`config.mk`:
```
export PLATFORM = sky130hd
export DESIGN_NAME = counter_ctrl_flat
export DESIGN_NICKNAME = d
export VERILOG_FILES = /design/src/rtl/counter_ctrl_pkg.sv /design/src/rtl/counter_ctrl_if.sv /design/src/rtl/counter_ctrl_tick_gen.sv /design/src/rtl/counter_ctrl.sv /design/src/flat_wrapper.sv
export SDC_FILE = /design/constraint.sdc
export NUM_CORES = 1
export LEC_CHECK = 0
export ABC_AREA = 1
export CORE_ASPECT_RATIO = 0.6
export CORE_UTILIZATION = 50
export DETAILED_ROUTE_END_ITERATION = 7
export PLACE_DENSITY_LB_ADDON = 0.2
export SLEW_MARGIN = 15
export SYNTH_ARGS = -nofsm -noshare
export SYNTH_HDL_FRONTEND = slang
export SYNTH_SLANG_ARGS = --single-unit
```
`constraint.sdc`:
```
create_clock -name clk -period 1.9 [get_ports clk]
set_clock_uncertainty 0.1 [all_clocks]
set_input_delay 0.19 -clock clk [delete_from_list [all_inputs] [get_ports clk]]
set_output_delay 0.19 -clock clk [all_outputs]
set_load 0.05 [all_outputs]
```
`src/rtl/counter_ctrl_pkg.sv`:
```
// Shared types and constants for the counter controller slice.
package counter_ctrl_pkg;

    // Current counting mode as seen on the mode output.
    typedef enum logic [1:0] {
        MANUAL       = 2'b00,
        AUTO_UP      = 2'b01,
        AUTO_DOWN    = 2'b10,
        MODE_ILLEGAL = 2'b11
    } mode_t;

    // Host command op codes carried on cmd_op.
    typedef enum logic [1:0] {
        OP_INC  = 2'b00,
        OP_DEC  = 2'b01,
        OP_CLR  = 2'b10,
        OP_MODE = 2'b11
    } op_t;

    // Single counter action chosen per cycle by the arbiter.
    typedef enum logic [1:0] {
        ACT_NONE = 2'b00,
        ACT_INC  = 2'b01,
        ACT_DEC  = 2'b10,
        ACT_CLR  = 2'b11
    } act_t;

    // Bit positions inside btn_pulse.
    localparam int unsigned BTN_CLR  = 3;
    localparam int unsigned BTN_INC  = 2;
    localparam int unsigned BTN_DEC  = 1;
    localparam int unsigned BTN_MODE = 0;

    // One step around MANUAL -> AUTO_UP -> AUTO_DOWN -> MANUAL.
    function automatic mode_t mode_advance(input mode_t m);
        case (m)
            MANUAL:    return AUTO_UP;
            AUTO_UP:   return AUTO_DOWN;
            default:   return MANUAL;
        endcase
    endfunction

endpackage

```
`src/rtl/counter_ctrl_if.sv`:
```
// Host command port: valid/ready handshake carrying a 2-bit op.
interface counter_ctrl_if;

    logic       cmd_valid;
    logic [1:0] cmd_op;
    logic       cmd_ready;

    // Host side drives the command, controller answers with ready.
    modport master (
        output cmd_valid,
        output cmd_op,
        input  cmd_ready
    );

    modport slave (
        input  cmd_valid,
        input  cmd_op,
        output cmd_ready
    );

endinterface

```
`src/rtl/counter_ctrl_tick_gen.sv`:
```
// Auto-mode divider: pulses tick once every CYCLES_PER_SECOND enabled cycles.
module tick_gen #(
    parameter int unsigned CYCLES_PER_SECOND = 125_000_000
) (
    input  logic clk,
    input  logic rst_n,
    input  logic en,
    input  logic sync_clr,
    output logic tick
);

    localparam int unsigned CW_RAW = $clog2(CYCLES_PER_SECOND + 1);
    localparam int unsigned CW     = (CW_RAW < 1) ? 1 : CW_RAW;
    localparam logic [CW-1:0] LAST = CW'(CYCLES_PER_SECOND - 1);

    logic [CW-1:0] count;

    // Tick is taken straight from the count so it lines up with the cycle it belongs to.
    assign tick = en & (count == LAST);

    // Divider count: restart on sync_clr, wrap after the terminal count.
    always_ff @(posedge clk or negedge rst_n) begin
        if (!rst_n) begin
            count <= '0;
        end else if (sync_clr) begin
            count <= '0;
        end else if (en) begin
            count <= tick ? '0 : count + CW'(1);
        end
    end

endmodule

```
`src/rtl/counter_ctrl.sv`:
```
// Counter sequencer: arbitrates buttons, host commands and auto ticks into
// one registered inc/dec/clr strobe per cycle, and owns the mode FSM.
module counter_ctrl
    import counter_ctrl_pkg::*;
#(
    parameter int unsigned CYCLES_PER_SECOND = 125_000_000
) (
    input  logic                 clk,
    input  logic                 rst_n,
    input  logic [3:0]           btn_pulse,
    counter_ctrl_if.slave        host,
    output logic                 ctr_inc,
    output logic                 ctr_dec,
    output logic                 ctr_clr,
    output logic [1:0]           mode
);

    mode_t mode_q;
    mode_t mode_d;
    logic  tick_pending_q;
    logic  tick_pending_d;
    act_t  act;

    logic btn_action;
    logic cmd_accept;
    logic host_inc;
    logic host_dec;
    logic host_clr;
    logic host_mode;
    logic clear_act;
    logic mode_change;
    logic auto_mode;
    logic tick;
    logic tick_avail;
    logic tick_blocked;
    logic div_clr;

    // The host only ever gets the slot when no button asks for an action.
    assign btn_action      = btn_pulse[BTN_CLR] | btn_pulse[BTN_INC] | btn_pulse[BTN_DEC];
    assign host.cmd_ready  = ~btn_action;
    assign cmd_accept      = host.cmd_valid & ~btn_action;

    assign host_inc  = cmd_accept & (host.cmd_op == OP_INC);
    assign host_dec  = cmd_accept & (host.cmd_op == OP_DEC);
    assign host_clr  = cmd_accept & (host.cmd_op == OP_CLR);
    assign host_mode = cmd_accept & (host.cmd_op == OP_MODE);

    assign clear_act   = btn_pulse[BTN_CLR] | host_clr;
    assign mode_change = (mode_q == MODE_ILLEGAL) | btn_pulse[BTN_MODE] | host_mode;
    assign auto_mode   = (mode_q == AUTO_UP) | (mode_q == AUTO_DOWN);
    assign tick_avail  = auto_mode & (tick | tick_pending_q);
    assign div_clr     = mode_change | clear_act | (mode_q == MANUAL);

    tick_gen #(
        .CYCLES_PER_SECOND (CYCLES_PER_SECOND)
    ) u_tick_gen (
        .clk      (clk),
        .rst_n    (rst_n),
        .en       (auto_mode),
        .sync_clr (div_clr),
        .tick     (tick)
    );

    // Pick the single counter action for this cycle, highest priority first.
    always_comb begin
        act          = ACT_NONE;
        tick_blocked = 1'b0;
        if (clear_act) begin
            act = ACT_CLR;
        end else if (btn_pulse[BTN_INC] | btn_pulse[BTN_DEC]) begin
            // inc+dec together cancel but still occupy the slot
            tick_blocked = tick_avail;
            if (btn_pulse[BTN_INC] & ~btn_pulse[BTN_DEC]) begin
                act = ACT_INC;
            end else if (btn_pulse[BTN_DEC] & ~btn_pulse[BTN_INC]) begin
                act = ACT_DEC;
            end
        end else if (host_inc | host_dec) begin
            tick_blocked = tick_avail;
            act          = host_inc ? ACT_INC : ACT_DEC;
        end else if (tick_avail) begin
            act = (mode_q == AUTO_UP) ? ACT_INC : ACT_DEC;
        end
    end

    // Next mode: button and host toggles may both land, advancing twice.
    always_comb begin
        mode_d = mode_q;
        if (mode_q == MODE_ILLEGAL) begin
            mode_d = MANUAL;
        end else begin
            if (btn_pulse[BTN_MODE]) begin
                mode_d = mode_advance(mode_d);
            end
            if (host_mode) begin
                mode_d = mode_advance(mode_d);
            end
        end
    end

    // A pending tick survives only while blocked; issuing, clears and mode changes drop it.
    always_comb begin
        tick_pending_d = tick_blocked & ~(clear_act | mode_change);
    end

    // Mode and pending-tick state.
    always_ff @(posedge clk or negedge rst_n) begin
        if (!rst_n) begin
            mode_q         <= MANUAL;
            tick_pending_q <= 1'b0;
        end else begin
            mode_q         <= mode_d;
            tick_pending_q <= tick_pending_d;
        end
    end

    // Registered one-hot strobes to the counter.
    always_ff @(posedge clk or negedge rst_n) begin
        if (!rst_n) begin
            ctr_inc <= 1'b0;
            ctr_dec <= 1'b0;
            ctr_clr <= 1'b0;
        end else begin
            ctr_inc <= (act == ACT_INC);
            ctr_dec <= (act == ACT_DEC);
            ctr_clr <= (act == ACT_CLR);
        end
    end

    assign mode = mode_q;

endmodule

```
`src/flat_wrapper.sv`:
```
// flat-port wrapper written by rule: the top's interface ports become plain ports
module counter_ctrl_flat import counter_ctrl_pkg::*;
#(
    parameter int unsigned CYCLES_PER_SECOND = 125_000_000
)
  (clk, rst_n, btn_pulse, ctr_inc, ctr_dec, ctr_clr, mode, host_cmd_valid, host_cmd_op, host_cmd_ready);
  counter_ctrl_if host_i ();
  input  logic clk;
  input  logic rst_n;
  input  logic [3:0] btn_pulse;
  output logic ctr_inc;
  output logic ctr_dec;
  output logic ctr_clr;
  output logic [1:0] mode;
  input wire logic [$bits(host_i.cmd_valid)-1:0] host_cmd_valid;
  input wire logic [$bits(host_i.cmd_op)-1:0] host_cmd_op;
  output wire logic [$bits(host_i.cmd_ready)-1:0] host_cmd_ready;
  assign host_i.cmd_valid = host_cmd_valid;
  assign host_i.cmd_op = host_cmd_op;
  assign host_cmd_ready = host_i.cmd_ready;
  counter_ctrl #(.CYCLES_PER_SECOND(CYCLES_PER_SECOND)) u_core (.clk(clk), .rst_n(rst_n), .btn_pulse(btn_pulse), .host(host_i), .ctr_inc(ctr_inc), .ctr_dec(ctr_dec), .ctr_clr(ctr_clr), .mode(mode));
endmodule
```
==> results, run 1 <==
- The floorplan step set the die width to between 90 and 100 um.
- The cell sitting at the root of the clock tree is a clkbuf_8.
- The cell taking the most area after synthesis is dfrtp_1.
- Summing all flip-flop and latch instances after layout gives 828 um^2.
- The peak supply drop is 0.627 mV.
- In this run the power spent charging and discharging nets is ~840 uW.
- The switching part of the total power is 0.372.
- The detail route stage leaves a number of antenna-violating nets equal to 0.
- The number of nets in the synthesized netlist is ~380.
- The number of buffers created by CTS is 5.
- The commonest cells after synthesis are nand2_1, nor2_1, inv_1, dfrtp_1, nand3_1.
- The starting density of the core is 0.527.
- The overall global routing resource usage is 0.293.
- In the routed layout, each cell is associated on average with a via count of 5.19.
- The number of maximum-capacitance constraint violations is 0.
- In the post-synthesis netlist, the biggest area contributors are dfrtp_1, nand2_1, nor2_1, inv_1, xor2_1.
- The standby leakage power is around 0.0015 uW.
- The type of the most critical hold path is in2async.
- For this run, global-route usage on met1 was measured as 0.470.
- In this run the post-CTS setup repair buffer count came out at 0.
- The number of filler cells placed in the layout is around 400.
- Including well taps, the total number of placed cells is 473.
- The via count is ~2.5k.
- The number of cells produced by synthesis is 368.
- The length of the first detailed-routing pass in iterations is 5.
- The worst hold slack after final layout is 0.172 ns.
- The max-slew violation count is 0.
- The met3 layer usage reported by global route is 0.0519.
- STA classifies the critical path startpoint as a register.
- After detailed routing, the average wire length per cell comes to 14.1 um.
- The largest fanout of any net on the critical path is 4.
- The top-area cell type share of the netlist area is 0.340.
- The count of final hold-check violations is 0.
- The clock passes through at most 2 buffers.
- The flow ran to the end, and the final reports show no timing, DRC or antenna violations.
- The number of antenna violations at the first check in global routing is 0.
- The total wirelength of the detailed-routed design is 6.77 mm.
- The CTS tree is built.
- For this run, the number of Yosys warnings is 0.
- The internal power summed over all cells is between 1000 and 1500 uW.
- In this run, the number of DRC markers left after iteration 0 of detailed routing was 267.
- The headroom to the max-slew limit is 0.664.
- STA classifies the critical path endpoint as a register.
- The initialized floorplan defines 19 standard-cell rows.
- Entering global routing, the biggest net connects 34 pins.
- STA puts the critical path data required time at approximately 2 ns.
- The proportion of synthesized chip area in sequential cells is 0.340.
- The detailed-route DRC error count is 0.
- The most congested layer reported by global routing is met1.
- The count of different cell masters after synthesis is 30.
- The via count of the first global-routing pass came to ~2.4k.
- The fraction of the core area covered by cells at the end of the flow is 0.667.
- The register clock-pin slew on the reported worst setup and hold paths is 0.07 ns.
- The first-pass GRT wire length is 11.5 mm.
- The count of endpoints failing setup in the final report is 0.
- The share of the cycle needed by the critical path after routing is 0.991.
- At the end of the flow, the number of nets in the layout was between 400 and 500.
- Subtracting the final worst setup slack from the clock period gives 1.88 ns.
- Of all flip-flops after synthesis, the portion carrying an async set or reset was 1.00.
- In the final layout, the multi-input gates occupy 0.00143 mm^2.
- The die covers roughly 0.0052 mm^2.
- 15 I/O pins were placed.
- For this run, the leading register cell type out of synthesis is dfrtp_1.
- Dividing the synthesized area by the synthesized cell count gives between 6 and 7 um^2.
- At the pin with the least slew margin, the transition time is around 0.5 ns.
- The post-route non-filler standard cell count is 481.
- The number of antenna repair diodes is 0.
- At the worst endpoint, the arrival time is slightly below 2 ns.
- The met2 track utilization from global routing is 0.402.
- The H-tree was split into 2 levels.
- Global routing finished with a remaining overflow of 0.
- The part of the total power dissipated in the clock network is 0.306.
- The final weighted congestion in routability-driven placement is 0.967.
- In the final layout, the share of cells above drive strength 1 is 0.177.
- The number of instances resized during post-cts repair is 0.
- After routing, the total negative slack on setup checks comes to 0 ns.
- In this run the cell area of the synthesized design comes to around 0.0024 mm^2.
- By instance count, the leading cell after synthesis is nand2_1.
- The design draws about 2300 uW.
- The number of hold buffers added after cts is 0.
- The critical path is of the reg2reg type.
- The floorplan core area is around 0.0046 mm^2.
- The worst-skew pair later-pin latency is 0.29 ns.
- The die is approximately 56 um tall.
- Power spread over the standard cell area amounts to ~730 mW/mm^2.
- Setup repair after global routing could not meet its margin everywhere.
- The total half-perimeter wirelength after legalization and detailed placement is approximately 5.3 mm.
- The number of sinks on the clock net is 33.
- The area growth from synthesis to final layout is 26.5%.
- The maximum clock frequency is ~530 MHz.
- Counting flops and latches in the post-synthesis netlist gives 33.
- The logic gate share of total power is 0.358.
- The share of total power dissipated in sequential elements is 0.336.
- The count of flip-flops with a built-in enable after synthesis is 0.
- During placement, the flow inserted port buffers numbering 14.
## registers in the layout, summed over array words and instances (netlist names)
name,flops
u_core.ctr_inc,1
u_core.ctr_dec,1
u_core.u_tick_gen.count,27
u_core.ctr_clr,1
u_core.tick_pending_q,1
u_core.mode,2
## path summary, 6_finish.rpt
check                                           start                           to  slack, ns  cells past startpoint
min in group clk           u_core.u_tick_gen.count[3]   u_core.u_tick_gen.count[3]       0.43                      2
hold reg to reg            u_core.u_tick_gen.count[3]   u_core.u_tick_gen.count[3]       0.43                      2
setup reg to reg           u_core.u_tick_gen.count[0]   u_core.u_tick_gen.count[6]       0.02                     10
max in group asynchronous                       rst_n               u_core.mode[0]       1.34                      2
hold / removal                                  rst_n  u_core.u_tick_gen.count[20]       0.17                      2
setup / recovery           u_core.u_tick_gen.count[0]   u_core.u_tick_gen.count[6]       0.02                     10
## metrics by stage
stage               setup slack (ns)  cell area (um^2)
floorplan                     0.0411              2440
global placement            -0.00262              2900
detailed placement           -0.0868              2900
CTS                          0.00840              3020
global route                 -0.0922              3080
finish                        0.0166              3080
## cells in the final DEF, fill, tap and decap left out, types with 2 or more instances in the layout
| master | netlist | routed |
|---|---|---|
| nor2_1 | 55 | 50 |
| nand3b_1 | 2 | 2 |
| buf_4 | 0 | 30 |
| nand2_1 | 126 | 122 |
| nor3_2 | 1 | 4 |
| inv_1 | 43 | 42 |
| inv_2 | 2 | 3 |
| clkbuf_8 | 0 | 6 |
| nor3_1 | 11 | 8 |
| nand2_2 | 1 | 5 |
| xor2_1 | 15 | 15 |
| nor2_2 | 2 | 7 |
| a211oi_1 | 2 | 2 |
| dfrtp_1 | 33 | 31 |
| nand3_2 | 1 | 2 |
| nand3_1 | 26 | 25 |
| buf_12 | 0 | 3 |
| dfrtp_2 | 0 | 2 |
| nand4_1 | 18 | 18 |
| buf_6 | 3 | 3 |
| o21ai_1 | 6 | 6 |
| ha_1 | 4 | 3 |
| o21ai_0 | 4 | 4 |
| xnor2_1 | 2 | 2 |
| clkdlybuf4s50_1 | 0 | 13 |
## logic make-up after synthesis
kind of cell | after synthesis | share of synthesized area
flops | 33 | 0.340
buf+inv | 53 | 0.0926
xor+xnor | 17 | 0.0612
compound gates | 13 | 0.0355
simple gates | 248 | 0.451
fa+ha+maj | 4 | 0.0206
## area by class of cell
| class | instances | area share |
|---|---|---|
| clock buffer | 7 | 0.0281 |
| clock inverter | 1 | 0.00976 |
| inverter | 46 | 0.0577 |
| multi-input combinational | 282 | 0.464 |
| sequential | 33 | 0.269 |
| tap | 63 | 0.0256 |
| timing repair buffer | 49 | 0.146 |
## layer usage
layer | part of all wire | vias to the layer above
li1 | - | 1254
met1 | 0.52 | 1123
met2 | 0.38 | 112
met3 | 0.088 | 8
met4 | 0.0086 | 0
met5 | 0 | -
## power groups by stage
stage / clock network, uW / registers (uW) / logic, uW
after floorplan: 0 / 848 / 408
after global placement: 0 / 768 / 749
after detailed placement: 0 / 770 / 766
after CTS: 696 / 757 / 769
after global routing: 728 / 760 / 855
final: 689 / 757 / 806
## critical path, stage by stage (launching register included)
cell     delay (ns)
dfrtp_1        0.35
ha_2           0.19
nand2_2        0.08
nor2_4         0.18
nand4_1        0.11
nor3_2         0.17
nand3_1        0.15
buf_6          0.16
buf_12         0.12
nand4_1        0.09
nand2_1        0.06
Power figures use the tool's default switching activity.
==> inputs of run 2 (changes only) <==
Settings changed: DONT_BUFFER_PORTS set to 1, PLACE_DENSITY set to 0.66, PLACE_DENSITY_LB_ADDON 0.2 to unset.
==> results, run 2 (synthesis results as in run 1) <==
- Entering global routing, the biggest net connects 34 pins.
- The area taken by multi-input logic gates is around 0.0014 mm^2.
- 0 antenna diodes ended up in the layout.
- In this run the worst hold path is classified as in2reg.
- The total congestion overflow after global routing is 0.
- The number of antenna violations at the first check in global routing is 0.
- The initial utilization of the core area, before any placement, comes to 0.527.
- The share of the cycle needed by the critical path after routing is 0.949.
- The CTS H-tree depth is 2.
- For this block, the via count after detailed routing is 2,475.
- During placement, the flow inserted port buffers numbering 0.
- The placed instances occupy a cell area of 0.00264 mm^2.
- The tree is rooted in a clkbuf_8.
- During I/O placement, the number of pins put on the boundary was 15.
- The vertical die dimension is approximately 56 um.
- The CTS tree is built.
- After floorplanning, the core was divided into 19 placement rows.
- The length of the first detailed-routing pass in iterations is 5.
- The post-route standard cell area excluding fillers is 0.00283 mm^2.
- The floorplan step set the die width to between 90 and 100 um.
- In this run, CTS created clock tree buffers numbering 5.
- The count of endpoints failing setup in the final report is 0.
- The endpoint kind of the worst setup timing path is a register.
- The number of flip-flops in the largest register is 27.
- Setup total negative slack on the finished layout was measured at 0 ns.
- The count of final hold-check violations is 0.
- Dividing the detail-routed wire length by the instance count gives ~15 um.
- The required time at the endpoint of the critical path is about 2.0 ns.
- The first global-routing pass estimated approximately 11 mm of wire.
- The final weighted congestion in routability-driven placement is ~0.94.
- The register cell area after layout is 830 um^2.
- In this run the deepest clock path goes through 2 buffers.
- The analysis attributes to cell leakage a power of 0.00136 uW.
- The number of maximum-capacitance constraint violations is 0.
- u_core.u_tick_gen.count holds more flip-flops than any other register.
- The residual antenna-violating net count after detailed routing is 0.
- The number of sinks on the clock net is 33.
- The most common cell after layout, fill and taps aside is nand2_1.
- Wires add up to 6.75 mm.
- The core region is 0.00461 mm^2.
- The headroom to the max-slew limit is 0.703.
- The peak supply drop is 0.756 mV.
- The number of DRC violations after detailed-routing iteration 0 is around 210.
- The fraction of the core area covered by cells at the end of the flow is 0.613.
- Clock latency on the worst-skew pair, taken at its later pin, is 0.29 ns.
- The minimum clock period is about 1.8 ns.
- At the pin with the least slew margin, the transition time is 0.447 ns.
- Power spread over the standard cell area amounts to approximately 720 mW/mm^2.
- The detailed-route DRC error count is 0.
- The run finished with clean final reports.
- Fill cells in the final layout number 440.
- The worst setup path is of the reg2reg kind.
- The total half-perimeter wirelength after legalization and detailed placement is roughly 5 mm.
- For this run, the top clock speed supported by timing is ~550 MHz.
- Using the TritonRoute via totals, the vias-per-cell ratio works out to 5.36.
- In the final design database the tool counted around 410 nets.
- In the layout the commonest cells are nand2_1, nor2_1, inv_1, dfrtp_1, nand3_1.
- The area growth from synthesis to final layout is 16.2%.
- In this run the worst path has a maximum fanout of 6.
- The floorplan step defined a die boundary enclosing 0.00516 mm^2.
- STA classifies the critical path startpoint as a register.
- For this run, the total global-route usage over all layers was measured as 0.292.
- In the final layout, the share of cells above drive strength 1 is 0.148.
- The via count of the first global-routing pass was 2,187.
- STA puts the critical path data arrival time at slightly below 2 ns.
- After clock tree synthesis, the clock-pin slew on the worst setup and hold paths is 0.08 ns.
- The max-slew violation count is 0.
-- run 2: cell types whose count changed in the layout (fill, tap and decap cells not counted), moves of 3 or more --
| cell | before | now |
|---|---|---|
| buf_4 | 30 | 24 |
| dlygate4sd3_1 | 0 | 5 |
| clkdlybuf4s50_1 | 13 | 0 |
| buf_6 | 3 | 0 |
-- run 2: power by group --
part,switching [uW],internal [uW]
registers,34.7,732
clock network,285,253
logic,519,206
total,838,1190
-- run 2: cell type report --
type | instances | share of cell area
timing repair buffer | 30 | 0.0885
sequential | 33 | 0.293
tap | 63 | 0.0279
clock inverter | 3 | 0.00620
clock buffer | 5 | 0.0243
inverter | 46 | 0.0629
multi-input combinational | 282 | 0.497
-- run 2: worst max-delay path: stages, from the launching register on --
cell     delay [ns]
dfrtp_1        0.37
ha_2           0.21
nand2_2        0.08
nor2_4         0.18
nand2_1        0.11
nor2_2         0.12
inv_1          0.06
nor2_2         0.17
xor2_1         0.18
nand3_1        0.09
nand2_1        0.07
-- run 2: per-layer routing --
| metal | vias to the layer above | track usage | share of wire |
|---|---|---|---|
| met1 | 1143 | 0.495 | 0.53 |
| li1 | 1218 | - | - |
| met3 | 7 | 0.0492 | 0.084 |
| met5 | - | 0 | 0 |
| met4 | 0 | 0.0603 | 0.0068 |
| met2 | 107 | 0.371 | 0.37 |
-- run 2: worst paths after layout --
path	depth (start not counted)	to	slack, ns	start
setup / recovery	10	u_core.u_tick_gen.count[16]	0.1	u_core.u_tick_gen.count[0]
hold / removal	3	u_core.ctr_dec	0.03	host_cmd_op[1]
setup reg to reg	10	u_core.u_tick_gen.count[16]	0.1	u_core.u_tick_gen.count[0]
hold reg to reg	2	u_core.u_tick_gen.count[3]	0.43	u_core.u_tick_gen.count[3]
max in group asynchronous	2	u_core.mode[0]	1.25	rst_n
min in group asynchronous	2	u_core.u_tick_gen.count[6]	0.25	rst_n
-- run 2: stage by stage --
step	power (uW)	std cells	setup WS, ns	hold WS [ns]
3_3_place_gp	1460	447	0.117	-0.205
3_5_place_dp	1460	447	0.0681	-0.205
2_1_floorplan	1260	368	0.0411	-0.206
6_report	2030	462	0.0968	0.0269
5_1_grt	2120	462	-0.00349	0.0501
4_1_cts	2030	461	0.0633	0.0244
-- run 2: what timing repair did --
action / in CTS / in global routing
resized for setup: 0 / 11
endpoints found under the hold margin: 36 / 0
hold buffers: 6 / 0
setup endpoints to repair: 0 / 19
buffers inserted: 0 / 1
